`src/rtl/stratixv_tsd_reader_pkg.sv`:
```
// Shared types and constants for the Stratix V TSD reader.
package stratixv_tsd_pkg;

  localparam int TSD_DATA_W  = 8;
  localparam int AVG_SAMPLES = 4;
  localparam int AVG_ACC_W   = 10;

  typedef enum logic [2:0] {
    IDLE    = 3'd0,
    CLEAR   = 3'd1,
    CONVERT = 3'd2,
    CAPTURE = 3'd3,
    HOLD    = 3'd4
  } state_t;

endpackage

```
`src/rtl/stratixv_tsd_reader_sync.sv`:
```
// Two-flop synchronizer for the TSD done flag, async active-low reset.
module stratixv_tsd_sync (
  input  logic clk,
  input  logic clrn,
  input  logic d,
  output logic q
);

  logic meta;

  always_ff @(posedge clk or negedge clrn) begin
    if (!clrn) begin
      meta <= 1'b0;
      q    <= 1'b0;
    end else begin
      meta <= d;
      q    <= meta;
    end
  end

endmodule

```
`src/rtl/stratixv_tsd_reader.sv`:
```
// Stratix V TSD controller: clear, convert, capture, valid/ready hand-off.
// Define STRATIXV_TSD_AVG_EN to average four conversions per result.
module stratixv_tsd_reader
  import stratixv_tsd_pkg::*;
#(
  parameter int CLR_CYCLES     = 4,
  parameter int TIMEOUT_CYCLES = 65535,
  parameter int AUTO_PERIOD    = 1000000
) (
  input  logic                  clk,
  input  logic                  clrn,
  input  logic                  start,
  input  logic                  auto_en,
  output logic                  tsd_ce,
  output logic                  tsd_clr,
  input  logic [TSD_DATA_W-1:0] tsd_calo,
  input  logic                  tsd_caldone,
  output logic [TSD_DATA_W-1:0] temp_data,
  output logic                  temp_valid,
  input  logic                  temp_ready,
  output logic                  busy,
  output logic                  timeout_err,
  input  logic                  err_clr,
  output state_t                state_dbg
);

  // Handshake: temp_data is held while temp_valid=1; a cycle with
  // temp_valid=1 and temp_ready=1 transfers it and drops temp_valid next cycle.

  localparam int CLR_W = $clog2(CLR_CYCLES) + 1;
  localparam int TMO_W = $clog2(TIMEOUT_CYCLES) + 1;
  localparam int PER_W = $clog2(AUTO_PERIOD) + 1;

  state_t                  state, state_next;
  logic                    done_s, done_prev, done_edge;
  logic [CLR_W-1:0]        clr_cnt;
  logic [TMO_W-1:0]        tmo_cnt;
  logic [PER_W-1:0]        per_cnt;
  logic                    per_hit, trigger, clr_last, tmo_hit, tmo_abort;
  logic                    sample_last;
  logic [TSD_DATA_W-1:0]   data_q;
  logic                    err_q;

  stratixv_tsd_sync u_sync (
    .clk  (clk),
    .clrn (clrn),
    .d    (tsd_caldone),
    .q    (done_s)
  );

  // done_prev follows done_s in every state, so a flag already high on
  // entry to CONVERT never looks like an edge.
  assign done_edge = done_s & ~done_prev;
  assign per_hit   = auto_en && (per_cnt == PER_W'(AUTO_PERIOD - 1));
  assign trigger   = start | per_hit;
  assign clr_last  = (clr_cnt == CLR_W'(CLR_CYCLES - 1));
  assign tmo_hit   = (tmo_cnt == TMO_W'(TIMEOUT_CYCLES - 1));
  assign tmo_abort = (state == CONVERT) && !done_edge && tmo_hit;

`ifdef STRATIXV_TSD_AVG_EN
  localparam int SMP_W = $clog2(AVG_SAMPLES) + 1;

  logic [AVG_ACC_W-1:0] acc, acc_sum;
  logic [SMP_W-1:0]     smp_cnt;

  assign acc_sum     = acc + {{(AVG_ACC_W - TSD_DATA_W){1'b0}}, tsd_calo};
  assign sample_last = (smp_cnt == SMP_W'(AVG_SAMPLES - 1));

  always_ff @(posedge clk or negedge clrn) begin
    if (!clrn) begin
      acc     <= '0;
      smp_cnt <= '0;
    end else if (state == CAPTURE) begin
      if (sample_last) begin
        acc     <= '0;
        smp_cnt <= '0;
      end else begin
        acc     <= acc_sum;
        smp_cnt <= smp_cnt + 1'b1;
      end
    end else if (tmo_abort) begin
      acc     <= '0;
      smp_cnt <= '0;
    end
  end
`else
  assign sample_last = 1'b1;
`endif

  always_comb begin
    state_next = state;
    case (state)
      IDLE:    if (trigger) state_next = CLEAR;
      CLEAR:   if (clr_last) state_next = CONVERT;
      CONVERT: begin
        if (done_edge)    state_next = CAPTURE;
        else if (tmo_hit) state_next = IDLE;
      end
      CAPTURE: state_next = sample_last ? HOLD : CLEAR;
      HOLD:    if (temp_ready) state_next = IDLE;
      default: state_next = IDLE;
    endcase
  end

  always_ff @(posedge clk or negedge clrn) begin
    if (!clrn) begin
      state     <= IDLE;
      done_prev <= 1'b0;
      clr_cnt   <= '0;
      tmo_cnt   <= '0;
      per_cnt   <= '0;
      data_q    <= '0;
      err_q     <= 1'b0;
    end else begin
      state     <= state_next;
      done_prev <= done_s;
      clr_cnt   <= (state == CLEAR && !clr_last) ? clr_cnt + 1'b1 : '0;
      tmo_cnt   <= (state == CONVERT) ? tmo_cnt + 1'b1 : '0;

      // Expiry is only acted on in IDLE; elsewhere the counter simply wraps.
      if (!auto_en || per_hit) per_cnt <= '0;
      else                     per_cnt <= per_cnt + 1'b1;

      if (tmo_abort)    err_q <= 1'b1;
      else if (err_clr) err_q <= 1'b0;

`ifdef STRATIXV_TSD_AVG_EN
      if (state == CAPTURE && sample_last) data_q <= acc_sum[AVG_ACC_W-1:2];
`else
      if (state == CAPTURE) data_q <= tsd_calo;
`endif
    end
  end

  assign tsd_clr     = (state == CLEAR);
  assign tsd_ce      = (state == CONVERT);
  assign temp_valid  = (state == HOLD);
  assign busy        = (state != IDLE);
  assign temp_data   = data_q;
  assign timeout_err = err_q;
  assign state_dbg   = state;

endmodule
```
`config.mk`:
```
export PLATFORM = sky130hd
export DESIGN_NAME = stratixv_tsd_reader
export DESIGN_NICKNAME = d
export VERILOG_FILES = /design/src/rtl/stratixv_tsd_reader_pkg.sv /design/src/rtl/stratixv_tsd_reader_sync.sv /design/src/rtl/stratixv_tsd_reader.sv
export SDC_FILE = /design/constraint.sdc
export NUM_CORES = 1
export LEC_CHECK = 0
export BUFFER_PORTS_ARGS = -buffer_cell sky130_fd_sc_hd__buf_2
export CORE_MARGIN = 3
export CORE_UTILIZATION = 52
export CTS_CLUSTER_SIZE = 28
export DETAILED_ROUTE_END_ITERATION = 12
export PLACE_DENSITY = 0.83
export SYNTH_ARGS = -nofsm -noshare
export SYNTH_HDL_FRONTEND = slang
export SYNTH_SLANG_ARGS = --single-unit
```
`constraint.sdc`:
```
create_clock -name clk -period 1.85 [get_ports clk]
set_clock_uncertainty 0.15 [all_clocks]
set_input_delay 0.37 -clock clk [delete_from_list [all_inputs] [get_ports clk]]
set_output_delay 0.37 -clock clk [all_outputs]
set_load 0.02 [all_outputs]
```
* Word-level counts from Yosys, hierarchy flattened
Index checks and enable logic that the tools add are counted.
Storage, ports and cells: bits in registers 56, input port bits 15, output and inout port bits 16, logic and storage cells 49
Operators by class: add/sub/neg operators 3, equality and inequality tests 11, multiplexer cells 11, bitwise operators 3, reductions and logical operators 12
Operators by type and width (number):
- $add 21x1->21 const B | 1
- $eq 21x20->1 const B | 1
- $mux 21 | 1
- $mux 3 | 6
- $add 17x1->17 const B | 1
- $eq 17x16->1 const B | 1
- $mux 17 | 1
- $pmux 3 s5 | 1
- $eq 3x2->1 const B | 3
- $logic_and 1x1->1 | 4
- $ne 2x1->1 const B | 2
- $reduce_and 4->1 | 1
- $add 3x1->3 const B | 1
- $eq 3x1->1 const B | 1
- $eq 3x3->1 const B | 1
- $logic_not 1->1 | 3
- $logic_not 3->1 | 1
- $ne 3x1->1 const B | 1
- $reduce_bool 3->1 | 1
- $mux 1 | 2
- $ne 2x2->1 const B | 1
- $reduce_bool 2->1 | 1
- $and 1x1->1 | 1
- $logic_or 1x1->1 | 1
- 2 further kinds | 2

* Longest topological paths before layout
word-level depth 6, mapped depth 6, gate-level depth less buffers 5

* Modules after synthesis
From an unflattened synthesis, not the netlist that was laid out.
Unflattened totals: cell total of the unflattened synthesis 249, area total of the unflattened synthesis 2622.5 um2
Modules (own cells, without submodules):
- stratixv_tsd_reader | instances 1, cells an instance 247, area an instance 2572.5 um2, sequential area each 1351.3 um2
- stratixv_tsd_sync | instances 1, cells an instance 2, area an instance 50.0 um2, sequential area each 50.0 um2

* Worst setup path before layout
OpenSTA, ideal clock, no wires.
kind reg2out, start reg state[0], in the netlist state_dbg[0], end out tsd_clr, arrival 1.337 ns, data required time 1.330 ns, setup slack -0.007 ns, cell stages (with the launch flop) 3, buffers on the path 1, cells stage by stage dfrtp_1 -> clkbuf_1 -> nor3b_1
Between the ends: longest elaborated chain between the ends 1
RTL lines:
- from (decl) | line stratixv_tsd_reader.sv:34 | state_t state, state_next;
- from (signal assigned) | line stratixv_tsd_reader.sv:115 | state <= state_next;
- $eq 3x1->1 | line stratixv_tsd_reader.sv:135 | assign tsd_clr = (state == CLEAR);
- to (decl) | line stratixv_tsd_reader.sv:15 | output logic tsd_clr,
No other way between the ends.

* Final worst setup path
start reg state[0], in the netlist state_dbg[0], end out busy
Between the ends: longest elaborated chain between the ends 1
RTL lines:
- $reduce_bool 3->1 | line stratixv_tsd_reader.sv:138 | assign busy = (state != IDLE);
- to (decl) | line stratixv_tsd_reader.sv:21 | output logic busy,
No other way between the ends.

==> impl_metrics.yaml <==
logic_synthesis:
  syn_inst: 246
  yosysSeqAreaShare: 0.541
  syn_nets: 266
  postSynthAreaPerCell_um2: 10.5
  yosysTopAreaCell: "dfrtp_1"
  synth_cell_types: 39
  synth.yosys.warnings: 0
  synth_area_leaders: "dfrtp_1, xor2_1, nor2_1"
  yosysTopAreaCellShare: 0.541
  syn_area_um2: 2590
  ys_ff_latch: 56
worst_setup_path:
  worst-setup-path-type: "flip-flop to output port"
  crit_start: "state_dbg[0]"
  cp.arrival_ns: 1.32
  endpoint_kind: "output port"
  worstPathCellList: "or3_4, buf_6"
  cp.required_ns: 1.33
  r2r-start: "tmo_cnt[9]"
  critPathMaxStageDelay_ns: 0.47
  cpMaxStageDelayCell: "dfrtp_2"
  cp-start-kind: "flip-flop"
  path_buf_inv: 1
  critical_path.max_fanout: 7
  critPathTopFamily: "flip-flops"
timing:
  setup_viol: 0
  finalHoldViolations: 0
  worstMarginPinSlew_ns: 0.408
  period_share: 0.996
  period_needed_ns: 1.84
  fmax_ghz: 0.543
  slew_headroom: 0.727
  rsz0062_at_grt: "yes"
  drv_slew: 0
die:
  core_um2: 4750
  rows: 25
  top_level_ports: 31
  chipHeight_um: 76.6
  dieArea_um2: 5870
  dieWidth_um: 76.6
  start_util: 0.545
layout:
  postLayoutCellArea_um2: 3100
  fin_util: 0.653
  layout.nets: 317
  area_growth_pct: 19.8
  diodes: 0
  drive_gt1_frac: 0.289
grt:
  grt_max_degree: 57
  first_global_vias: 2019
  grt_usage: 0.196
  grt_overflow: 0
  grt_pass1_wl_um: 9420
  antenna_found_initial: 0
detailed_routing:
  post_drt_via_cell_ratio: 5.61
  drc: 0
  final_antenna_net_count: 0
  wl_um: 5470
  avgRoutedWirePerCell_um: 15.0
  first_pass_iters: 4
  vias: 2048
  dr.first_iter.drc_count: 154
power_and_ir_drop:
  p_leak_nw: 1.41
  power_density_nw_per_um2: 990
  total_power_mw: 3.07
  peakVddDrop_mv: 0.945
clock_tree:
  cts_tree: "built"
  cts_sinks: 56
  clock_tree.buffer_depth: 2
  cts_root_buf: "clkbuf_8"
  cts-buffers-inserted: 5
  cts-htree-levels: 2
  clk_latency_ns: 0.31
  clkTransAtPathRegs_ns: 0.11
placed_design:
  portBuffers: 30
  place_congestion: 0.779
  place_area_um2: 2920
  hpwl_um: 3720
worst_hold_path:
  hp-start: "tsd_caldone"
  hold_path_class: "primary input to flip-flop"
run:
  maxCapViolCount: 0
status:
  status: "finished, final reports clean"
==> stage by stage <==
step	setup TNS [ns]	hold WS, ns	std cells	setup slack, ns
6_report	0	0.0279	365	0.00821
5_1_grt	-0.0239	0.0171	365	-0.0239
4_1_cts	0	0.0236	362	0.00162
3_5_place_dp	0	0.196	351	0.0327
3_3_place_gp	0	0.185	351	0.0812
2_1_floorplan	0	-0.0756	246	0.114
==> worst reg2reg max path, cell delays in order, from the launching register on <==
cell and delay [ns]:
dfrtp_1 0.43, and4_1 0.26, nand3_2 0.10, or4_4 0.55, a22o_1 0.20
==> timing repair <==
item	4_1_cts	5_1_grt
hold buffers	1	0
endpoints found under the hold margin	56	0
resized for setup	4	14
pin swaps	0	2
buffers inserted	2	3
setup endpoints to repair	3	28
==> area by class of cell <==
cell class,count,area [um2]
clock buffer,5,68.8
multi-input combinational,173,1150
clock inverter,3,21.3
tap,67,83.8
fill,377,1650
inverter,9,33.8
sequential,56,1410
timing repair buffer,52,339
==> synthesized netlist by cell type, drive strengths merged <==
cell type	number
o21ai	12
nor3	3
nand4	8
o21ba	1
o41ai	1
clkbuf	4
nand3b	1
buf	4
nand2	13
xor2	16
nand2b	3
inv	9
a21oi	14
nor4bb	1
nor2	29
xnor2	3
mux2	8
o22ai	1
and2	2
nand3	17
and3	7
dfrtp	56
a22o	1
or4	6
o31a	1
o31ai	4
or3	10
and4	3
o311ai	1
nor3b	1
nor4	1
ha	5
==> worst paths after layout <==
path,end,slack [ns],depth (start not counted)
min in group asynchronous,tmo_cnt[10],0.42,3
max,busy,0.008,2
min,u_sync.meta,0.03,1
min reg2reg,u_sync.q,0.22,0
max in group asynchronous,state_dbg[2],0.86,3
max reg2reg,state_dbg[1],0.04,4
==> cell families (layout without fill, tap and decap cells) <==
group	Yosys count	after routing	synth area share
adder cells (fa/ha/maj)	5	5	0.0241
AND/OR/NAND/NOR	105	105	0.225
multiplexers	8	8	0.0348
buffers and inverters	17	69	0.0299
flip-flops	56	56	0.541
AO/OA/AOI/OAI	36	36	0.0816
XOR/XNOR	19	19	0.0642
==> layout by cell type, fill, tap and decap left out, types with 2 or more instances in the layout <==
cell,count
buf_2,28
xor2_1,16
clkbuf_8,5
o21ai_0,11
dfrtp_2,3
nand3_1,14
or4_1,5
o31ai_1,4
ha_1,4
nor2_1,29
or3_1,9
nand4_1,7
nand3_2,3
buf_4,21
dfrtp_1,53
nand2_1,11
mux2_2,8
xnor2_1,3
and4_4,2
nor3_1,3
and3_1,7
nand2b_1,3
inv_1,8
a21oi_1,14
==> metal layers <==
layer | wire (um) | global-route usage
met1 | 2490 | 0.272
met2 | 2670 | 0.305
met3 | 267 | 0.0331
met4 | 39 | 0.0833
met5 | 0 | 0
==> flip-flops by register name, indices dropped and copies added, names as in the netlist, 3 cells and up <==
| signal | cells |
|---|---|
| per_cnt | 21 |
| clr_cnt | 3 |
| state_dbg | 3 |
| tmo_cnt | 17 |
| temp_data | 8 |
==> report_power, final <==
part	switching (mW)	total [mW]	internal, mW
Sequential	0.117	1.50	1.39
Clock	0.412	0.682	0.270
Combinational	0.487	0.887	0.401
Total	1.02	3.07	2.06
(Power assumes the default switching activity.)
